<file path="config.mk">
export PLATFORM = sky130hd
export DESIGN_NAME = mux_pipe_nto1
export DESIGN_NICKNAME = d
export VERILOG_FILES = /design/src/rtl/mux_pipe_nto1.sv
export SDC_FILE = /design/constraint.sdc
export NUM_CORES = 1
export LEC_CHECK = 0
export BUFFER_PORTS_ARGS = -buffer_cell sky130_fd_sc_hd__buf_2
export CORE_AREA = 5 5 415 417
export CTS_CLUSTER_DIAMETER = 40
export DETAILED_ROUTE_END_ITERATION = 10
export DIE_AREA = 0 0 420 422
export PLACE_DENSITY = 0.33
export RECOVER_POWER = 25
export SLEW_MARGIN = 10
export SYNTH_ARGS = -nofsm -noshare
export SYNTH_HDL_FRONTEND = slang
export SYNTH_SLANG_ARGS = --single-unit
</file>
<file path="constraint.sdc">
create_clock -name clock -period 3.1 [get_ports clock]
set_input_delay 0.93 -clock clock [delete_from_list [all_inputs] [get_ports clock]]
set_output_delay 0.93 -clock clock [all_outputs]
set_load 0.01 [all_outputs]
</file>
<file path="src/rtl/mux_pipe_nto1.sv">
// Pipelined N:1 mux built from registered 4:1 levels with valid/ready flow.
// Optional `MUX_PIPE_SEL_ERR_EN adds sel_err for out-of-range selects.
module mux_pipe_nto1 #(
    parameter int WIDTH  = 32,
    parameter int NUM_IN = 32
) (
    input  logic                    clock,
    input  logic                    reset_n,
    input  logic [NUM_IN*WIDTH-1:0] in_data,
    input  logic [$clog2(NUM_IN)-1:0] in_sel,
    input  logic                    in_valid,
    output logic                    in_ready,
    output logic [WIDTH-1:0]        out_data,
    output logic [$clog2(NUM_IN)-1:0] out_sel,
    output logic                    out_valid,
`ifdef MUX_PIPE_SEL_ERR_EN
    output logic                    sel_err,
`endif
    input  logic                    out_ready
);

    localparam int SELW = $clog2(NUM_IN);
    localparam int LAT  = (SELW + 1) / 2;
    localparam int NPAD = 1 << SELW;

    logic [NPAD*WIDTH-1:0] leaves;
    logic [LAT-1:0]        vld;
    logic [LAT:0]          adv;

    // Pad the channel vector up to a power of two; missing leaves read 0
    always_comb begin
        leaves = '0;
        leaves[NUM_IN*WIDTH-1:0] = in_data;
    end

    // A level may load when it is empty or the level after it moves on
    always_comb begin
        adv = '0;
        adv[LAT] = out_ready;
        for (int k = LAT - 1; k >= 0; k--) begin
            adv[k] = !vld[k] || adv[k+1];
        end
    end

    assign in_ready = adv[0];

    genvar k;
    for (k = 0; k < LAT; k++) begin : g_lvl
        localparam int NB   = (SELW - 2*k >= 2) ? 2 : 1;
        localparam int NIN  = 1 << (SELW - 2*k);
        localparam int NOUT = NIN >> NB;

        logic [NIN*WIDTH-1:0]  src;
        logic [SELW-1:0]       src_sel;
        logic                  src_vld;
        logic [NB-1:0]         pick;
        logic [NOUT*WIDTH-1:0] red;
        logic [NOUT*WIDTH-1:0] dq;
        logic [SELW-1:0]       sq;
        logic                  vq;

        if (k == 0) begin : g_first
            assign src     = leaves;
            assign src_sel = in_sel;
            assign src_vld = in_valid;
        end else begin : g_next
            assign src     = g_lvl[k-1].dq;
            assign src_sel = g_lvl[k-1].sq;
            assign src_vld = g_lvl[k-1].vq;
        end

        assign pick   = src_sel[2*k +: NB];
        assign vld[k] = vq;

        // Each output node picks one of its 2 or 4 children by this level's select bits
        always_comb begin
            red = '0;
            for (int j = 0; j < NOUT; j++) begin
                red[j*WIDTH +: WIDTH] =
                    src[((j << NB) + int'(pick))*WIDTH +: WIDTH];
            end
        end

        // Level register: capture only real items, keep contents across bubbles
        always_ff @(posedge clock or negedge reset_n) begin
            if (!reset_n) begin
                vq <= 1'b0;
                sq <= '0;
                dq <= '0;
            end else if (adv[k]) begin
                vq <= src_vld;
                if (src_vld) begin
                    sq <= src_sel;
                    dq <= red;
                end
            end
        end
    end

    assign out_data  = g_lvl[LAT-1].dq;
    assign out_sel   = g_lvl[LAT-1].sq;
    assign out_valid = g_lvl[LAT-1].vq;

`ifdef MUX_PIPE_SEL_ERR_EN
    assign sel_err = out_valid && (int'(out_sel) >= NUM_IN);
`endif

endmodule

</file>
==> metrics.txt <==
max_slew headroom -46.98%; area grow syn2layout 56.03%; sequential-to-total area share from yosys stat 42.52%; slowest CP cell dfrtp_1; switching power 6977 uW; clock power share 47.1%; power density over the cells 699.2 mW/mm^2; WL per Instance 27.93 um; die height 422 um; Data arrival, critical path 1760 ps; Peak VDD IR 390.4 uV; syn avg cell area 17.35 um^2; largest net degree at the start of global routing 67; via count 17800; GR Util All Layers 14.56%; clk root buf clkbuf_16; CP top delay family flip-flops; fin nets 3440; syn_nets 2288; Die W 420 um; reg2reg start g_lvl[0].sq[2]; Reg2Reg Setup Slack 1000 ps; ratio of cells with drive above 1 in the final layout 80.63%; CP startpoint kind flip-flop; # fillers 18190; Max Cap Violations 1; Synth Register Bits 370; CTS tree done; IO Port Bufs 1071; clk_lat worst skew 700 ps; fin util 20.18%; Post-Route Setup TNS 0 ps; Comb pwr share 22.1%; crit share post-route 86.69%; CTS resizes 0; Worst Setup SP out_valid; Setup Viol. Count Final 0; global route total overflow 0; io pins 1072; status complete, but fails checks; kind of critical path reg -> out; Least-Margin Pin Slew 2205 ps; starting density of the core 12.94%; RSZ-0062 raised after global routing false; Unique masters post-synth 17; Critical Path RT 2170 ps; Num CTS Buffers 97; yosys warns 0; max incr delay on CP 450 ps; pre-CTS WS 379.1 ps; clock tree buffer depth 3; number of global-route vias before repair 19660; CP Max Fanout 4; # clock sinks 370; failing checks capacitance limit, slew limit; clk_skew 40.20 ps; drc violations 0; Fmax achieved 372.1 MHz; min Tclk post-route 2688 ps; CP Capture Type output pin; Critical Path Stages 2; Setup WS post-layout 412.5 ps; R2R Path End g_lvl[1].dq[47]; first-pass GRT wire length 175800 um; initial drt markers 968; Die ar. 0.1772 mm^2; critical path, cell by cell nand4b_1, buf_2; cells after synthesis 1255; H-tree levels 3; GPL Wtd Cong 0.9063; Int Pwr 16780 uW; Final HPWL DP 111500 um; clock-pin slew on the worst setup and hold paths 50 ps; Final ANT Viol Nets 0; num rows 151; worst hold path type in -> reg; crit path capture in_ready; final wirelength 131900 um; initial antenna violation count 77; CTS Hold Buffers Added 0; Buf/Inv on CP 1; sequential power share 30.7%; TritonRoute pass-1 iters 4; core area 0.1683 mm^2; Final Hold Vio Count 0; Net Sw Frac 29.37%; Final Max Slew Viols 55; Reg2Reg Depth 4; Leakage 0.01453 uW; Syn Std Cell Area 0.02178 mm^2; vias per cell 3.768; Post-CTS Setup Inserts 0
==> synth_stat cells <==
cell type,number,share of area (%)
nand2b_1,4,0.11
buf_2,30,0.69
mux2i_1,32,1.5
nand3b_1,1,0.034
nand4b_1,1,0.040
buf_6,28,1.4
nand2_1,2,0.034
a31oi_1,32,0.92
buf_1,24,0.41
nand2_2,1,0.029
mux4_2,320,33
clkbuf_1,20,0.34
a21oi_1,32,0.74
buf_4,21,0.72
clkbuf_4,2,0.069
dfrtp_1,370,43
mux2_2,335,17
==> power groups by stage <==
stage                     Clock, uW  Combinational (uW)  Sequential, uW
after floorplan                   0                3000            6790
after global placement            0                5440            7510
after detailed placement          0                5460            7510
after CTS                     11600                5480            7440
after global routing          11800                5730            7530
final                         11200                5260            7310
==> per-stage QoR <==
| step | total power [uW] | std cells | instance area [um^2] | hold slack (ps) |
|---|---|---|---|---|
| after floorplan | 9792 | 1255 | 21780 | 457.1 |
| after global placement | 12940 | 4526 | 30330 | 481.9 |
| after detailed placement | 12970 | 4526 | 30330 | 488.1 |
| after CTS | 24490 | 4706 | 33970 | 191.6 |
| after global routing | 25060 | 4709 | 33940 | 398.3 |
| final | 23760 | 4724 | 33980 | 468.5 |
==> placed cells by master (no fill, tap or decap), types with 6 or more instances in the layout <==
master,Yosys,routed
buf_2,30,1068
dfrtp_1,370,366
mux2_2,335,335
mux4_2,320,320
clkbuf_16,0,97
buf_4,21,71
mux2i_1,32,32
a21oi_1,32,32
a31oi_1,32,32
buf_12,0,28
bufinv_16,0,19
diode_2,0,18
clkinvlp_4,0,16
clkbuf_8,0,15
clkbuf_1,20,14
clkinv_2,0,13
clkinv_4,0,6
==> worst min-delay path by stage <==
stage / start / end / slack [ps] / cells after the start
final: in_sel[4] / g_lvl[0].sq[4] / 470 / 2
after global routing: in_sel[4] / g_lvl[0].sq[4] / 400 / 2
after CTS: reset_n / g_lvl[1].dq[19] / 190 / 1
after detailed placement: g_lvl[0].dq[28] / g_lvl[0].dq[28] / 490 / 1
after global placement: g_lvl[0].dq[221] / g_lvl[0].dq[221] / 480 / 1
after floorplan: g_lvl[0].vq / g_lvl[1].vq / 460 / 1
==> metal layers <==
metal	up-vias	part of all wire [%]	track usage, %
met5	-	0.15	0
met3	183	6.0	3.890
met2	635	51	25.57
li1	7570	-	-
met4	30	1.8	2.623
met1	9381	41	18.03
==> registers in the layout (all words and copies together), names as in the netlist <==
signal / count
out_sel: 5
out_data: 32
g_lvl.dq: 320
g_lvl.vq: 2
out_valid: 1
g_lvl.sq: 10
==> cells by family after synthesis <==
kind of cell / count (synthesis) / synth area share, %
flip-flops: 370 / 42.52
AND/OR/NAND/NOR: 9 / 0.2528
buffers and inverters: 125 / 3.689
multiplexers: 687 / 51.89
AO/OA/AOI/OAI: 64 / 1.655
==> final cells by class <==
type	count	area, um^2	share of cell area, %
Clock inverter	61	980.9	2.887
Antenna cell	18	45.04	0.1326
Tap cell	2218	2775	8.167
Clock buffer	119	2660	7.829
Sequential cell	370	9269	27.28
Timing Repair Buffer	1178	6505	19.14
Multi-Input combinational cell	760	11740	34.56
Note: power is estimated with default switching activity, not from simulation.
